$ cat config.mk
export PLATFORM = sky130hd
export DESIGN_NAME = sub_64_seq
export DESIGN_NICKNAME = d
export VERILOG_FILES = /design/src/rtl/sub_64_seq_pkg.sv /design/src/rtl/sub_slice.sv /design/src/rtl/sub_64_seq.sv
export SDC_FILE = /design/constraint.sdc
export NUM_CORES = 1
export LEC_CHECK = 0
export BUFFER_PORTS_ARGS = -buffer_cell sky130_fd_sc_hd__buf_2
export CORE_MARGIN = 2
export CORE_UTILIZATION = 51
export CTS_CLUSTER_SIZE = 25
export DETAILED_ROUTE_END_ITERATION = 12
export PLACE_DENSITY = 0.73
export SLEW_MARGIN = 10
export SYNTH_ARGS = -nofsm -noshare
export SYNTH_HDL_FRONTEND = slang
export SYNTH_SLANG_ARGS = --single-unit
export TNS_END_PERCENT = 30
$ cat constraint.sdc
create_clock -name clk -period 9.3 [get_ports clk]
set_input_delay 1.86 -clock clk [delete_from_list [all_inputs] [get_ports clk]]
set_output_delay 1.86 -clock clk [all_outputs]
set_load 0.01 [all_outputs]
$ cat src/rtl/sub_64_seq_pkg.sv
// ============================================================================
// Module      : sub_64_seq_pkg
// Description : Shared constants and FSM state encoding for the sequential
//               64-bit subtractor (sub_64_seq) and its slice datapath.
// Ports       : none (package)
// Revision    : 1.0 - initial release
// ============================================================================
`default_nettype none

package sub_64_seq_pkg;

  // Operand / result width of the subtractor.
  localparam int DATA_W          = 64;

  // Default number of bits processed per BUSY cycle.
  localparam int SLICE_W_DEFAULT = 8;

  // Controller states.
  typedef enum logic [1:0] {
    ST_IDLE = 2'd0,
    ST_BUSY = 2'd1,
    ST_DONE = 2'd2
  } state_t;

endpackage : sub_64_seq_pkg

`default_nettype wire

$ cat src/rtl/sub_slice.sv
// ============================================================================
// Module      : sub_slice
// Description : SLICE_W-bit ripple of full-adder cells computing
//               a + b_n + cin. The caller supplies the already inverted
//               subtrahend, so chaining slices with an initial carry of 1
//               yields a two's-complement subtraction.
// Ports       : a     - minuend slice
//               b_n   - inverted subtrahend slice
//               cin   - carry into bit 0
//               sum   - slice sum
//               cout  - carry out of the top bit
// Revision    : 1.0 - initial release
// ============================================================================
`default_nettype none

module sub_slice #(
  parameter int SLICE_W = 8
) (
  input  logic [SLICE_W-1:0] a,
  input  logic [SLICE_W-1:0] b_n,
  input  logic               cin,
  output logic [SLICE_W-1:0] sum,
  output logic               cout
);

  // c[i] is the carry into bit i; c[SLICE_W] leaves the slice.
  logic [SLICE_W:0] c;

  assign c[0] = cin;

  genvar i;
  generate
    for (i = 0; i < SLICE_W; i++) begin : g_fa
      assign sum[i]   = a[i] ^ b_n[i] ^ c[i];
      assign c[i + 1] = (a[i] & b_n[i]) | (c[i] & (a[i] ^ b_n[i]));
    end
  endgenerate

  assign cout = c[SLICE_W];

endmodule : sub_slice

`default_nettype wire

$ cat src/rtl/sub_64_seq.sv
// ============================================================================
// Module      : sub_64_seq
// Description : Sequential 64-bit signed subtractor. An accepted start
//               latches A and ~B, then one SLICE_W-bit slice is processed per
//               BUSY cycle, LSB slice first. Result and flags are registered
//               and change only on the transition into DONE.
// Ports       : clk      - clock, rising edge
//               rst_n    - asynchronous active-low reset
//               start    - request, sampled in IDLE only
//               A, B     - signed minuend / subtrahend
//               busy     - high while in BUSY
//               done     - one-cycle pulse when results are valid
//               OUTPUT   - A - B
//               overflow - two's-complement overflow of A - B
//               zf, sf   - zero / sign flag of OUTPUT
// Revision    : 1.0 - initial release
// ============================================================================
`default_nettype none

module sub_64_seq
  import sub_64_seq_pkg::*;
#(
  parameter int SLICE_W = SLICE_W_DEFAULT
) (
  input  logic              clk,
  input  logic              rst_n,
  input  logic              start,
  input  logic [DATA_W-1:0] A,
  input  logic [DATA_W-1:0] B,
  output logic              busy,
  output logic              done,
  output logic [DATA_W-1:0] OUTPUT,
  output logic              overflow,
  output logic              zf,
  output logic              sf
);

  localparam int NUM_SLICES = DATA_W / SLICE_W;
  // Keep the counter at least one bit wide for the single-slice case.
  localparam int CNT_W      = (NUM_SLICES > 1) ? $clog2(NUM_SLICES) : 1;
  localparam logic [CNT_W-1:0] LAST_SLICE = CNT_W'(NUM_SLICES - 1);
  // Wide enough to hold DATA_W itself so the base multiply never wraps.
  localparam int BASE_W     = $clog2(DATA_W) + 1;

  state_t              state;
  state_t              state_nxt;
  logic [DATA_W-1:0]   a_q;
  logic [DATA_W-1:0]   b_n_q;       // subtrahend stored already inverted
  logic [DATA_W-1:0]   res_q;       // internal accumulator, never exported
  logic [DATA_W-1:0]   res_full;    // accumulator with the current slice merged
  logic [CNT_W-1:0]    cnt;
  logic                carry;
  logic [BASE_W-1:0]   base;
  logic [SLICE_W-1:0]  slice_sum;
  logic                slice_cout;
  logic                last_slice;

  assign base       = BASE_W'(cnt) * BASE_W'(SLICE_W);
  assign last_slice = (cnt == LAST_SLICE);

  sub_slice #(
    .SLICE_W (SLICE_W)
  ) u_slice (
    .a    (a_q[base +: SLICE_W]),
    .b_n  (b_n_q[base +: SLICE_W]),
    .cin  (carry),
    .sum  (slice_sum),
    .cout (slice_cout)
  );

  // The complete result is only known in the last BUSY cycle; merge the
  // slice being produced so flags are taken from all 64 bits at once.
  always_comb begin
    res_full                   = res_q;
    res_full[base +: SLICE_W]  = slice_sum;
  end

  always_comb begin
    state_nxt = state;
    case (state)
      ST_IDLE: if (start)      state_nxt = ST_BUSY;
      ST_BUSY: if (last_slice) state_nxt = ST_DONE;
      ST_DONE:                 state_nxt = ST_IDLE;
      default:                 state_nxt = ST_IDLE;
    endcase
  end

  always_ff @(posedge clk or negedge rst_n) begin
    if (!rst_n) begin
      state    <= ST_IDLE;
      a_q      <= '0;
      b_n_q    <= '0;
      res_q    <= '0;
      cnt      <= '0;
      carry    <= 1'b0;
      OUTPUT   <= '0;
      overflow <= 1'b0;
      zf       <= 1'b0;
      sf       <= 1'b0;
    end else begin
      state <= state_nxt;
      case (state)
        ST_IDLE: begin
          if (start) begin
            a_q   <= A;
            b_n_q <= ~B;
            cnt   <= '0;
            carry <= 1'b1;   // +1 completes the two's complement of B
          end
        end
        ST_BUSY: begin
          res_q[base +: SLICE_W] <= slice_sum;
          carry                  <= slice_cout;
          cnt                    <= cnt + CNT_W'(1);
          if (last_slice) begin
            OUTPUT   <= res_full;
            // Operands of different sign and a result whose sign differs from
            // the minuend. b_n_q holds ~B, so "signs differ" means equal bits.
            overflow <= (a_q[DATA_W-1] == b_n_q[DATA_W-1]) &&
                        (res_full[DATA_W-1] != a_q[DATA_W-1]);
            zf       <= (res_full == '0);
            sf       <= res_full[DATA_W-1];
          end
        end
        default: ;
      endcase
    end
  end

  assign busy = (state == ST_BUSY);
  assign done = (state == ST_DONE);

endmodule : sub_64_seq

`default_nettype wire

# Word level (Yosys, flattened, before mapping)
# Index checks and enable logic that the tools add are counted.
# classes
add_sub_neg	2
n_eq_ne	7
n_shift	4
muxes	8
bitwise_logic	41
n_reduce_logical	8
# op_table
cell	count
$shiftx A64 B7 Y8	2
$bwmux W64	1
$logic_not A64 Y1	1
$not A64 Y64	1
$shift A8 B9 Y64 const A	1
$shiftx A8 B9 Y64	1
$and A1 B1 Y1	16
$xor A1 B1 Y1	16
$neg A6 Y9	1
$or A1 B1 Y1	8
$reduce_and A2 Y1	4
$pmux W3 S2	1
$mux W2	2
$pmux W2 S2	1
$add A3 B1 Y3 const B	1
$eq A3 B3 Y1 const B	1
$mux W3	1
$eq A2 B1 Y1 const B	1
$eq A2 B2 Y1 const B	1
$logic_not A2 Y1	1
$ne A2 B1 Y1 const B	1
$ne A2 B2 Y1 const B	1
$pmux W1 S2	1
$reduce_bool A2 Y1	1
4 further kinds	4
# totals
ff_bits	265
input_bits	131
output_inout_bits	69

# Logic depth before layout (Yosys ltp)
# logic_depth
word_depth	21
mapped_depth	22
mapped_depth_nobuf	19

# Modules after synthesis
# Synthesis repeated with hierarchy kept, for this count alone.
# unflattened
cells_unflattened	1296
hier_area_um2	12044.1
# modules_own_cells
mod	instances	cells_per_inst	area_each_um2	seq_area_each_um2
sub_64_seq	1	1278	11846.4	6606.3
sub_slice	1	18	197.7	0.0

# Worst setup path after synthesis
# OpenSTA, ideal clock, no wires.
# synth_timing
kind	reg-to-reg
from	reg cnt[0]
to	reg zf
setup_ns	0.092
t_arrival_ns	6.361
t_required_ns	9.208
path_slack_ns	2.848
stages_incl_launch_ff	23
path_buffers	3
synth_period_minus_slack_ns	6.452
path_cell_list	dfrtp_1 -> buf_1 -> buf_2 -> mux4_2 -> mux2i_1 -> fa_1 -> fa_1 -> fa_1 -> fa_1 -> fa_1 -> inv_1 -> fa_1 -> inv_1 -> fa_1 -> inv_1 -> fa_1 -> clkbuf_1 -> and3b_1 -> and3_1 -> a311o_1 -> nand2_1 -> or4_1 -> o31ai_2
# synth_via
elab_chain_cells	20
# synth_lines
item	line_no	rtl
start: declaration	sub_64_seq.sv:51	logic [CNT_W-1:0] cnt;
start signal: assignment	sub_64_seq.sv:114	cnt <= cnt + CNT_W'(1);
$shiftx A64 B7 Y8, on equally long branches	sub_64_seq.sv:64, sub_64_seq.sv:65	
$xor A1 B1 Y1	sub_slice.sv:34, sub_slice.sv:35	
$and A1 B1 Y1	sub_slice.sv:35	assign c[i + 1] = (a[i] & b_n[i]) | (c[i] & (a[i] ^ b_n[i]));
$or A1 B1 Y1	sub_slice.sv:35	
$and A1 B1 Y1	sub_slice.sv:35	
$or A1 B1 Y1	sub_slice.sv:35	
$and A1 B1 Y1	sub_slice.sv:35	
$or A1 B1 Y1	sub_slice.sv:35	
[4 not listed]	-	
$and A1 B1 Y1	sub_slice.sv:35	
$or A1 B1 Y1	sub_slice.sv:35	
$and A1 B1 Y1	sub_slice.sv:35	
$or A1 B1 Y1	sub_slice.sv:35	
$xor A1 B1 Y1	sub_slice.sv:34	assign sum[i] = a[i] ^ b_n[i] ^ c[i];
$shiftx A8 B9 Y64	sub_64_seq.sv:75	res_full[base +: SLICE_W] = slice_sum;
$bwmux W64	sub_64_seq.sv:75	
$logic_not A64 Y1	sub_64_seq.sv:121	zf <= (res_full == '0);
end signal: assignment	sub_64_seq.sv:121	
end: declaration	sub_64_seq.sv:34	output logic zf,
# Parallel ways exist; a longest one is shown, timed or not.
# A chain may end at the register's enable or synchronous reset.

# Final worst setup path
# Same ends and word-level chain as after synthesis.

==> results_dict.tcl <==
set metrics [dict create \
    critical-path-max-stage-delay_ns 0.83 \
    route.detailed.vias_per_inst 5.51 \
    synth.cell_area_um2 12000 \
    detail_route.iter0.violations 870 \
    post_route_cells_drive_above_1_share_pct 29.2 \
    post-place-cells 1577 \
    power_per_cell_area_nw_per_um2 443 \
    core_region_area_um2 23300 \
    netlist_instances 1125 \
    dominantRegCellSynth "dfrtp_1" \
    clock_sinks 264 \
    hold_path_class "reg2reg" \
    grt_pass1_wl_um 46200 \
    syn_area_per_cell_um2 10.6 \
    clkSlewWorstSetupHoldPaths_ns 0.06 \
    final_cell_count_no_fill 1629 \
    cts-root-to-sink-buffers 3 \
    hold_violations 0 \
    path_max_fanout 28 \
    fin_ws_ns 2.73 \
    grt_antenna_before_repair 5 \
    vdd_ir_drop_max_mv 0.498 \
    place_congestion 0.850 \
    reg2regPathDepth 19 \
    cts_htree_levels 1 \
    crit_chain "mux4_2 -> mux2i_1 -> fa_1 -> fa_1 -> fa_1 -> fa_1 -> fa_1 -> inv_1 -> fa_1 -> inv_1 -> fa_1 -> inv_1 -> fa_1 -> and3b_1 -> nand4_1 -> mux2i_1 -> nand4_1 -> or4_1 -> o31ai_2" \
    number_of_buffers_created_by_cts 28 \
    layout.cells.most_common_list "dfrtp_1 (262), nand2_1 (198), buf_2 (198)" \
    floorplan.initialDensity_pct 51.5 \
    max_cap_viol_count 0 \
    cts_post_setup_buffers_inserted 0 \
    path_class "reg2reg" \
    post_cts_resized 0 \
    endpoint_type_of_the_worst_setup_path "register" \
    worstMarginPinSlew_ns 1.00 \
    pre_cts_slack_ns 2.78 \
    row_count 56 \
    reg2reg_to "zf" \
    status "finished, final reports clean" \
    timing.final.setup_violations 0 \
    worst_path_required_time_ns 9.75 \
    postRouteWirelength_um 29500 \
    finish.net_count 1434 \
    finalClockSkew_ns 0.00754 \
    latest_clock_arrival_within_the_worst_skew_pair_ns 0.54 \
    slowest_stage "dfrtp_2" \
    worst_ep_arrival_time_ns 7.02 \
    netlist-cell-type-count 49 \
    reg_to_reg_slack_setup_ns 2.73 \
    syn-num-nets 1271 \
    yosys_register_bits 264 \
    wl_per_cell_um 18.1 \
    crit-reg2reg-launch "cnt[0]" \
    critPathLaunch "cnt[0]" \
    critPathCapture "zf" \
    power_leakage_nw 6.53 \
    overall_via_count_from_detail_route 8978 \
    setup_tns_ns 0 \
    grt_max_degree 106 \
    drt_first_pass_iters 7 \
    drt.antenna.violating_nets 0 \
    pin_count 200 \
    syn2layout_area_growth_pct 17.7 \
    slew_violations 0 \
    grt_usage_pct 24.0 \
    port_buffers 199 \
    clock-root-buffer "clkbuf_16" \
    grt_pass1_vias 8654 \
    synth_enable_flop_cells 0 \
    critPathMostFrequentCell "fa_1" \
    hold_buffers 0 \
    drcViolationCount 0 \
    globalRouteOverflowTotal 0 \
    maxClockFrequency_ghz 0.152 \
    place_hpwl_um 20600 \
    yosysSeqAreaShare_pct 55.1 \
    synth_warnings 0 \
    seq_area_um2 6610 \
    filler_cell_count 1973 \
    design_power_total_mw 6.25 \
    dieHeight_um 157 \
    critical_path.startpoint_type "register" \
    tritoncts "built" \
    design.die.area_um2 24700 \
    die_width_um 157 \
    rsz0062_at_grt "no" \
    slew_headroom_pct 33.1 \
    final.min_clock_period_ns 6.57 \
    final_min_period_over_clock_period_pct 70.6 \
    synth_async_sr_flop_share_pct 100 \
    multi_input_comb_area_um2 5050 \
    final_common_cell "dfrtp_1" \
]
==> kinds of logic (layout without fill, tap and decap cells) <==
kind of cell               Yosys count  in the layout  share of synthesized area, %
buffers and inverters               86            268                          2.90
DFF                                264            264                          55.1
adders and majority gates           15             15                          2.07
AOI/OAI and AO/OA                  225            225                          10.1
muxes                              140            140                          15.9
and+or+nand+nor                    395            395                          13.9
other                                0              3                             0
==> synthesized netlist by cell type, types with 7 or more instances <==
cell type,number,area share [%]
nand2_1,199,6.2
mux2_2,78,7.3
mux2i_1,30,2.5
fa_1,8,1.3
buf_1,8,0.25
nor3_1,22,0.92
a31oi_1,9,0.47
clkbuf_1,60,1.9
ha_1,7,0.73
a21oi_1,109,4.6
mux4_2,32,6.0
inv_1,7,0.22
o21ai_0,89,3.7
nor2_1,123,3.9
dfrtp_1,264,55
==> stage by stage <==
| step | hold WS [ns] | cell area, µm² | util (%) |
|---|---|---|---|
| after floorplan | 0.446 | 12000 | - |
| after detailed placement | 0.464 | 13200 | 56.6 |
| after CTS | 0.478 | 14100 | 60.6 |
| after global routing | 0.500 | 14100 | 60.6 |
| after global placement | 0.455 | 13200 | 56.6 |
| final | 0.473 | 14100 | 60.6 |
==> report_power, final <==
| part | switching (mW) | leakage [nW] | internal, mW | total [mW] |
|---|---|---|---|---|
| Combinational | 1.98 | 2.88 | 1.15 | 3.13 |
| Sequential | 0.345 | 3.19 | 1.68 | 2.02 |
| Clock | 0.445 | 0.460 | 0.655 | 1.10 |
==> final cells by class <==
| class | instances | area share, % |
|---|---|---|
| diodes | 3 | 0.0532 |
| clock buffers | 40 | 6.01 |
| clock inverters | 9 | 0.515 |
| inverters | 10 | 0.266 |
| multi-input cells | 775 | 35.8 |
| flip-flops and latches | 264 | 46.9 |
| well taps | 319 | 2.83 |
| repair buffers | 209 | 7.67 |
==> layer usage <==
layer / vias up / wire (µm) / GRT usage [%]
met5: - / 27 / 0
met4: 4 / 717 / 6.02
met3: 58 / 2120 / 4.65
met2: 363 / 13700 / 38.0
met1: 4319 / 12900 / 34.4
li1: 4234 / - / -
==> flip-flops by register name (all words and copies together), names as in the netlist <==
signal / flops
cnt: 3
OUTPUT: 64
carry: 1
b_n_q: 64
a_q: 64
state: 2
zf: 1
overflow: 1
res_q: 64
==> critical path, delay by kind of cell (launching register included) <==
kind,cells,cell delay (ns)
adder cells (fa/ha/maj),8,3.46
AO/OA/AOI/OAI,1,0.18
flip-flops,1,0.83
buffers and inverters,3,0.25
multiplexers,3,0.63
AND/OR/NAND/NOR,4,1.13
==> how the worst min path moves through the flow <==
| stage | from | endpoint | slack (ns) | cells past startpoint |
|---|---|---|---|---|
| after detailed placement | res_q[19] | res_q[19] | 0.46 | 2 |
| after CTS | OUTPUT[19] | OUTPUT[19] | 0.48 | 2 |
| after floorplan | res_q[19] | res_q[19] | 0.45 | 2 |
| after global routing | OUTPUT[58] | OUTPUT[58] | 0.50 | 2 |
| after global placement | OUTPUT[60] | OUTPUT[60] | 0.46 | 2 |
| final | OUTPUT[44] | OUTPUT[44] | 0.47 | 2 |
Note: power is estimated with default switching activity, not from simulation.
